--- src/rtl/adder4.sv ---
// adder4: 4-bit carry-lookahead adder with carry-in/carry-out, group
// propagate/generate for cascading, signed-overflow and zero flags, and a
// registered copy of result/cout/ovf for pipelined consumers.
//
// Optional build macro: ADDER4_STICKY_OVF_EN
//   Adds i_ovfClr_1 / o_ovfSticky_1, a sticky flag that is set by any
//   captured overflow or carry-out and cleared by i_ovfClr_1 (set wins).
//   The default build (macro undefined) has neither port nor register.
module adder4 (
    input  logic       i_clk_1,
    input  logic       i_rstn_1,
    input  logic       i_cIn_1,
    input  logic [3:0] i_adderOperand1_4,
    input  logic [3:0] i_adderOperand2_4,
`ifdef ADDER4_STICKY_OVF_EN
    input  logic       i_ovfClr_1,
    output logic       o_ovfSticky_1,
`endif
    output logic [3:0] o_adderResult_4,
    output logic       o_cOut_1,
    output logic       o_groupP_1,
    output logic       o_groupG_1,
    output logic       o_ovf_1,
    output logic       o_zero_1,
    output logic [3:0] o_resultQ_4,
    output logic       o_cOutQ_1,
    output logic       o_ovfQ_1
);

    // Per-bit propagate / generate terms.
    logic [3:0] p;
    logic [3:0] g;

    // Carry into each bit position; c[4] is the carry out of the group.
    logic [4:0] c;

    // Combinational sum and flags.
    logic [3:0] sum;
    logic       grp_p;
    logic       grp_g;
    logic       ovf;
    logic       zero;

    // Registered copies and their next-state values.
    logic [3:0] result_q, result_d;
    logic       cout_q,   cout_d;
    logic       ovf_q,    ovf_d;

`ifdef ADDER4_STICKY_OVF_EN
    logic       sticky_q, sticky_d;
`endif

    // Bitwise propagate and generate.
    always_comb begin
        p = i_adderOperand1_4 ^ i_adderOperand2_4;
        g = i_adderOperand1_4 & i_adderOperand2_4;
    end

    // Lookahead carries, each written as a flat two-level sum of products so
    // no carry depends on a previously computed carry.
    always_comb begin
        c[0] = i_cIn_1;
        c[1] = g[0]
             | (p[0] & i_cIn_1);
        c[2] = g[1]
             | (p[1] & g[0])
             | (p[1] & p[0] & i_cIn_1);
        c[3] = g[2]
             | (p[2] & g[1])
             | (p[2] & p[1] & g[0])
             | (p[2] & p[1] & p[0] & i_cIn_1);
        c[4] = g[3]
             | (p[3] & g[2])
             | (p[3] & p[2] & g[1])
             | (p[3] & p[2] & p[1] & g[0])
             | (p[3] & p[2] & p[1] & p[0] & i_cIn_1);
    end

    // Group propagate/generate for cascading into a higher-level lookahead unit.
    always_comb begin
        grp_p = p[3] & p[2] & p[1] & p[0];
        grp_g = g[3]
              | (p[3] & g[2])
              | (p[3] & p[2] & g[1])
              | (p[3] & p[2] & p[1] & g[0]);
    end

    // Sum bits and result flags; overflow is the carry into vs. out of the MSB.
    always_comb begin
        sum  = p ^ c[3:0];
        ovf  = c[4] ^ c[3];
        zero = (sum == 4'h0);
    end

    assign o_adderResult_4 = sum;
    assign o_cOut_1        = c[4];
    assign o_groupP_1      = grp_p;
    assign o_groupG_1      = grp_g;
    assign o_ovf_1         = ovf;
    assign o_zero_1        = zero;

    // Next-state values for the pipeline register: always the live result.
    always_comb begin
        result_d = sum;
        cout_d   = c[4];
        ovf_d    = ovf;
    end

    // Pipeline register; asynchronous reset clears it without a clock.
    always_ff @(posedge i_clk_1 or negedge i_rstn_1) begin
        if (!i_rstn_1) begin
            result_q <= '0;
            cout_q   <= 1'b0;
            ovf_q    <= 1'b0;
        end else begin
            result_q <= result_d;
            cout_q   <= cout_d;
            ovf_q    <= ovf_d;
        end
    end

    assign o_resultQ_4 = result_q;
    assign o_cOutQ_1   = cout_q;
    assign o_ovfQ_1    = ovf_q;

`ifdef ADDER4_STICKY_OVF_EN
    // Sticky flag next state: a new event takes priority over a clear request.
    always_comb begin
        sticky_d = sticky_q;
        if (ovf || c[4]) begin
            sticky_d = 1'b1;
        end else if (i_ovfClr_1) begin
            sticky_d = 1'b0;
        end
    end

    // Sticky flag register; asynchronous reset.
    always_ff @(posedge i_clk_1 or negedge i_rstn_1) begin
        if (!i_rstn_1) begin
            sticky_q <= 1'b0;
        end else begin
            sticky_q <= sticky_d;
        end
    end

    assign o_ovfSticky_1 = sticky_q;
`endif

endmodule

--- config.mk ---
export PLATFORM = sky130hd
export DESIGN_NAME = adder4
export DESIGN_NICKNAME = d
export VERILOG_FILES = /design/src/rtl/adder4.sv
export SDC_FILE = /design/constraint.sdc
export NUM_CORES = 1
export LEC_CHECK = 0
export ABC_AREA = 1
export CAP_MARGIN = 20
export CORE_AREA = 2 2 39 41
export CTS_BUF_LIST = sky130_fd_sc_hd__clkbuf_4 sky130_fd_sc_hd__clkbuf_8 sky130_fd_sc_hd__clkbuf_16
export DETAILED_ROUTE_END_ITERATION = 10
export DIE_AREA = 0 0 41 43
export GPL_ROUTABILITY_DRIVEN = 0
export HOLD_SLACK_MARGIN = 0.06
export PLACE_DENSITY_LB_ADDON = 0.12
export SLEW_MARGIN = 20
export SYNTH_ARGS = -nofsm -noshare
export SYNTH_HDL_FRONTEND = slang
export SYNTH_SLANG_ARGS = --single-unit
--- constraint.sdc ---
create_clock -name i_clk_1 -period 3.38 [get_ports i_clk_1]
set_clock_uncertainty 0.1 [all_clocks]
set_input_delay 0.676 -clock i_clk_1 [delete_from_list [all_inputs] [get_ports i_clk_1]]
set_output_delay 0.676 -clock i_clk_1 [all_outputs]
set_load 0.02 [all_outputs]
==> results of run 1 <==
-- worst max-delay path, delay by kind of cell --
kind	cells	cell delay (ns)
adders and majority gates	1	0.39
buffers and inverters	2	1.00
and+or+nand+nor	4	0.37
-- routing by layer --
| layer | wire (µm) | global-route usage (%) | vias to the layer above |
|---|---|---|---|
| met5 | 0 | 0 | - |
| met4 | 19 | 10.0 | 0 |
| met3 | 60 | 0 | 2 |
| met2 | 424 | 17.8 | 23 |
| met1 | 333 | 12.9 | 197 |
| li1 | - | - | 233 |
-- power by group through the flow --
stage	Clock [mW]	Sequential [mW]	Combinational [mW]
3_5_place_dp	0	0.0875	0.159
6_report	0.0603	0.0861	0.153
4_1_cts	0.0644	0.0864	0.157
3_3_place_gp	0	0.0865	0.158
2_1_floorplan	0	0.103	0.0635
5_1_grt	0.0668	0.0873	0.168
-- layout by cell type, fill, tap and decap left out, types with 2 or more instances in the layout --
cell and n:
sky130_fd_sc_hd__nor2_1 4, sky130_fd_sc_hd__dlymetal6s2s_1 3, sky130_fd_sc_hd__nor2_2 2, sky130_fd_sc_hd__nand2_2 3, sky130_fd_sc_hd__a21oi_1 2, sky130_fd_sc_hd__ha_1 3, sky130_fd_sc_hd__dlygate4sd2_1 2, sky130_fd_sc_hd__clkdlybuf4s50_1 20
sky130_fd_sc_hd__clkbuf_4 3, sky130_fd_sc_hd__buf_4 5, sky130_fd_sc_hd__inv_1 7, sky130_fd_sc_hd__nand3_1 6, sky130_fd_sc_hd__nand2_1 13, sky130_fd_sc_hd__dfrtp_1 6
-- path summary, 6_finish.rpt --
kind,endpoint,slack (ns),cells after the start
worst max-delay path,o_cOut_1,0.16,7
worst min-delay path,o_resultQ_4[0]$_DFF_PN0_,0.58,1
max in group asynchronous,o_resultQ_4[2]$_DFF_PN0_,2.39,1
min in group i_clk_1,o_cOutQ_1$_DFF_PN0_,1.12,4
-- state kept, by name, summed over array words and instances, names as in the netlist --
name	cells
o_resultQ_4	4
o_cOutQ_1	1
o_ovfQ_1	1
-- cell type report --
cell class | instances | area (µm²) | share of cell area (%)
clock buffer | 3 | 22.5 | 3.00
inverter | 7 | 26.3 | 3.50
multi-input combinational | 39 | 239 | 31.8
sequential | 6 | 150 | 20.0
tap | 16 | 20.0 | 2.67
timing repair buffer | 30 | 293 | 39.0
-- cell families after synthesis --
group,count (synthesis),share of synthesized area [%]
adders and majority gates,5,17.0
AOI/OAI and AO/OA,2,2.42
and+or+nand+nor,32,37.9
DFF,6,36.4
buffers and inverters,7,6.36
-- metrics by stage --
step | hold WS [ns] | utilization [%] | cell area [µm²] | cells | setup TNS, ns
after floorplan | 0.280 | - | 413 | 52 | 0
after global placement | 0.827 | 52.1 | 721 | 98 | -0.0587
after detailed placement | 0.834 | 52.1 | 721 | 98 | -0.0666
after CTS | 0.584 | 53.5 | 741 | 101 | 0
after global routing | 0.591 | 54.2 | 751 | 101 | 0
final | 0.581 | 54.2 | 751 | 101 | 0
-- what timing repair did --
item | 4_1_cts | 5_1_grt
endpoints found under the setup margin | 2 | 3
pin swaps | 0 | 0
gates resized for setup | 2 | 4
==> flow_metrics.tcl, run 1 <==
set metrics [dict create \
    run_status "finished clean" \
    fin_nets 103 \
    io_buffer_count 25 \
    pin_count_of_the_biggest_net_entering_global_routing 8 \
    grt_overflow_total 0 \
    synth.yosys.warnings 0 \
    max_cap_viol_count 0 \
    timing.critical_path.from_type "primary input" \
    cp_common_cell "sky130_fd_sc_hd__clkdlybuf4s50_1" \
    timing.slew.headroom_pct 82.6 \
    dp.final_hpwl_um 784 \
    rows 14 \
    antenna_diode_count 0 \
    routed_via_density 4.50 \
    drtAntennaViolNets 0 \
    hold_fix_buffers_cts 0 \
    areaGrowthSynthToFinish_pct 81.8 \
    power.combinational.fraction_pct 51.2 \
    synth.yosys.seq_area_share_pct 36.4 \
    synth_nets 68 \
    detailedPlace.worstSlack_ns -0.0362 \
    floorplan.die.width_um 41 \
    cts_sinks 6 \
    synth_cells 52 \
    setup.worst_path.start "i_adderOperand2_4[1]" \
    clk_root_buffer_cell "sky130_fd_sc_hd__clkbuf_4" \
    synth_area_um2 413 \
    timing_hold_violations_final 0 \
    final_layout_size_suffix_gt1_share_pct 18.8 \
    pwr-share-seq_pct 28.7 \
    irDropWorstVdd_mv 0.132 \
    post_cts_setup_bufs 0 \
    synth_top_cell_by_area "sky130_fd_sc_hd__dfrtp_1" \
    route.final.wire_length_um 837 \
    wl_per_cell_um 8.29 \
    fp.dieH_um 43 \
    setup_viol_count_final 0 \
    top_level_ports 26 \
    drt_iter0_markers 7 \
    cts_inserted_buffers 3 \
    nFillCells 140 \
    syn_area_per_cell_um2 7.94 \
    gr-usage-all-layers_pct 11.3 \
    power_leakage_nw 0.404 \
    maxClockFrequency_mhz 311 \
    drc 0 \
    dieArea_um2 1760 \
    postSynth.topFlopCell "sky130_fd_sc_hd__dfrtp_1" \
    grt_setup_unrepaired "no" \
    postSynth.asyncResetShare_pct 100 \
    synth_commonest_cells "sky130_fd_sc_hd__nand2_1 (13), sky130_fd_sc_hd__inv_1 (7), sky130_fd_sc_hd__dfrtp_1 (6), sky130_fd_sc_hd__nand3_1 (6)" \
    core_box_area_um2 1380 \
    crit_slowest_cell "sky130_fd_sc_hd__clkdlybuf4s50_1" \
    detailroute.via_count 455 \
    max_slew.worst_pin.slew_ns 0.260 \
    initial_utilization_pct 29.8 \
    post-route-period-util_pct 95.2 \
    crit_required_ns 2.60 \
    timing.critical_path.arrival_ns 2.44 \
    power.internal_mw 0.199 \
    cts_max_level 1 \
    clk_transition_reported_paths_ns 0.04 \
    worst-path-max-fanout 7 \
    drt_first_pass_iters 4 \
    report.final.slew_viol_count 0 \
    yosys.cell_count.top_type "sky130_fd_sc_hd__nand2_1" \
    cts.path.max_buffers 2 \
    switching_share_pct 33.7 \
    first_pass_grt_wire_length_um 1370 \
    timing.hold.worst.class "primary input to asynchronous set/reset pin" \
    report.power.total_mw 0.300 \
    synth_enable_flop_cells 0 \
    tritoncts "yes" \
    finalWorstPathRequiredPeriod_ns 3.22 \
    first_global_vias 389 \
    endpoint_kind "primary output" \
    peak_per_stage_delay_on_the_critical_path_ns 0.60 \
    antenna_found_initial 0 \
    synthTopCellsByArea "sky130_fd_sc_hd__dfrtp_1 (36%), sky130_fd_sc_hd__ha_1 (12%), sky130_fd_sc_hd__nand2_1 (12%), sky130_fd_sc_hd__nand3_1 (7.3%), sky130_fd_sc_hd__inv_1 (6.4%)" \
    series_of_cell_instances_along_the_critical_path "clkdlybuf4s50_1, ha_2, nand2_1, nor2_2, nand2_2, nand3_2, clkdlybuf4s50_1" \
    synth.lib_cells_used.distinct 14 \
    switching_power_mw 0.101 \
    share_of_the_synthesized_area_in_the_top_cell_type_pct 36.4 \
    layout_setup_ws_ns 0.163 \
    pwr_dens_nw_per_um2 399 \
    crit_type "primary input to primary output" \
    clock_power_share_pct 20.1 \
    ys_seq_elements 6 \
]
Power figures use the tool's default switching activity.
==> inputs of run 2 (changes only) <==
==> constraint.sdc (replaced) <==
create_clock -name i_clk_1 -period 3.38 [get_ports i_clk_1]
set_clock_uncertainty 0.1 [all_clocks]
set_input_delay 0.338 -clock i_clk_1 [delete_from_list [all_inputs] [get_ports i_clk_1]]
set_output_delay 0.338 -clock i_clk_1 [all_outputs]
set_load 0.02 [all_outputs]
==> run 2 against run 1 <==
Effect of this change: via count down 6.8%; design area down 6.0%; utilization decreased by 3.3 points; combinational power decreased by 3%; routed wire length grew 2.2%; cell count is 5.0% lower; hold slack lost 0.35 ns; critical path depth is 1 higher; sequential share of layout area grew 1.3 points; sequential cell count did not move; non-clock buffer count shrank 5.
==> flow_metrics.tcl, run 2 (same netlist as run 1, synthesis figures left out) <==
set metrics [dict create \
    top_level_ports 26 \
    post_cts_setup_bufs 0 \
    postLayoutCoreUtil_pct 51.0 \
    postPlaceCellArea_um2 683 \
    crit_type "primary input to primary output" \
    final_layout_size_suffix_gt1_share_pct 12.5 \
    core_box_area_um2 1380 \
    fin_tns_setup_ns 0 \
    crit_family "buffers and inverters" \
    route.final.wire_length_um 855 \
    timing.critical_path.arrival_ns 2.35 \
    areaGrowthSynthToFinish_pct 70.9 \
    gr-usage-all-layers_pct 10.7 \
    cts_inserted_buffers 3 \
    route.layer.met1.wl_um 362 \
    max_cap_viol_count 0 \
    multi_input_area_um2 236 \
    dr_wl_met2_um 428 \
    first_pass_grt_wire_length_um 1240 \
    drt_first_pass_iters 3 \
    antenna_found_initial 0 \
    power_leakage_nw 0.346 \
    dpl.cell_count 93 \
    quantity_of_gates_resized_following_cts 0 \
    cts_sinks 6 \
    crit_slowest_cell "sky130_fd_sc_hd__clkdlybuf4s50_1" \
    report.final.slew_viol_count 0 \
    timing.hold.worst.class "primary input to asynchronous set/reset pin" \
    pwr_dens_nw_per_um2 422 \
    fin_nets 98 \
    peak_per_stage_delay_on_the_critical_path_ns 0.60 \
    clk_root_buffer_cell "sky130_fd_sc_hd__clkbuf_4" \
    report.power.total_mw 0.298 \
    dr.max_layer_used "met4" \
    timing.slew.headroom_pct 83.0 \
    layout.area.seq_um2 150 \
    run_status "finished clean" \
    drc 0 \
    antenna_diode_count 0 \
    cp_common_cell "sky130_fd_sc_hd__nor2_1" \
    post-route-period-util_pct 82.4 \
    wl_met3_um 45 \
    irDropWorstVdd_mv 0.122 \
    wl_per_cell_um 8.91 \
    fp.dieH_um 43 \
    setup_viol_count_final 0 \
    rows 14 \
    final-instance-count-excl-fill 96 \
    tritoncts "yes" \
    hold_fix_buffers_cts 0 \
    nFillCells 137 \
    pin_count_of_the_biggest_net_entering_global_routing 8 \
    finalWorstPathRequiredPeriod_ns 2.78 \
    timing_hold_violations_final 0 \
    cts.path.max_buffers 2 \
    final_design_area_no_fill_um2 706 \
    dp.final_hpwl_um 761 \
    initial_utilization_pct 29.8 \
    mostFrequentLayoutCell "sky130_fd_sc_hd__clkdlybuf4s50_1" \
    routed_via_density 4.42 \
    worst-path-max-fanout 4 \
    series_of_cell_instances_along_the_critical_path "clkdlybuf4s50_1, fa_1, nor2_1, nor2_1, nor2_1, nand3_1, nor2_2, clkdlybuf4s50_1" \
    largest_register_ffs 4 \
    floorplan.die.width_um 41 \
    grt_setup_unrepaired "no" \
    layout_common_cells "sky130_fd_sc_hd__clkdlybuf4s50_1 (25), sky130_fd_sc_hd__nand2_1 (13), sky130_fd_sc_hd__inv_1 (7), sky130_fd_sc_hd__nand3_1 (6), sky130_fd_sc_hd__dfrtp_1 (6)" \
    io_buffer_count 25 \
    drt_iter0_markers 2 \
    clk_transition_reported_paths_ns 0.04 \
    first_global_vias 332 \
    cts_max_level 1 \
    drtAntennaViolNets 0 \
    max_slew.worst_pin.slew_ns 0.254 \
    timing.critical_path.from_type "primary input" \
    grt_overflow_total 0 \
    critical_path.n_buffers_inverters 2 \
    detailroute.via_count 424 \
    maxClockFrequency_mhz 359 \
    endpoint_kind "primary output" \
    crit_required_ns 2.94 \
    dieArea_um2 1760 \
]
run 2: changes by cell type in the layout (fill, tap and decap cells not counted), sizes merged:
cell | before | now
buf | 5 | 0
clkdlybuf4s50 | 20 | 25
dlymetal6s2s | 3 | 0
dlygate4sd2 | 2 | 0
run 2: power breakdown:
part / internal [mW] / switching [mW] / total (mW) / leakage [nW]
logic: 0.0725 / 0.0769 / 0.149 / 0.261
clock network: 0.0400 / 0.0229 / 0.0628 / 0.0138
registers: 0.0833 / 0.00245 / 0.0858 / 0.0710
run 2: path summary, 6_finish.rpt:
path	startpoint	to	slack, ns	cells past startpoint
max	i_cIn_1	o_zero_1	0.60	8
min	i_rstn_1	o_resultQ_4[1]$_DFF_PN0_	0.23	1
max in group asynchronous	i_rstn_1	o_cOutQ_1$_DFF_PN0_	2.74	1
min in group i_clk_1	i_cIn_1	o_cOutQ_1$_DFF_PN0_	0.76	3
run 2: layout make-up:
class,instances,area share [%]
timing repair buffer,25,35.5
tap,16,2.84
multi-input combinational,39,33.5
inverter,7,3.72
sequential,6,21.3
clock buffer,3,3.19
run 2: metal layers:
| metal | vias up | track usage, % |
|---|---|---|
| met5 | - | 0 |
| met4 | 0 | 12.0 |
| met3 | 2 | 0 |
| met2 | 17 | 14.7 |
| met1 | 181 | 13.4 |
| li1 | 224 | - |
run 2: per-stage QoR:
step | worst slack [ns] | hold WS (ns)
after CTS | 0.584 | 0.232
after global routing | 0.421 | 0.250
after global placement | 0.604 | 0.489
final | 0.596 | 0.234
after floorplan | 1.45 | -0.0576
after detailed placement | 0.580 | 0.489
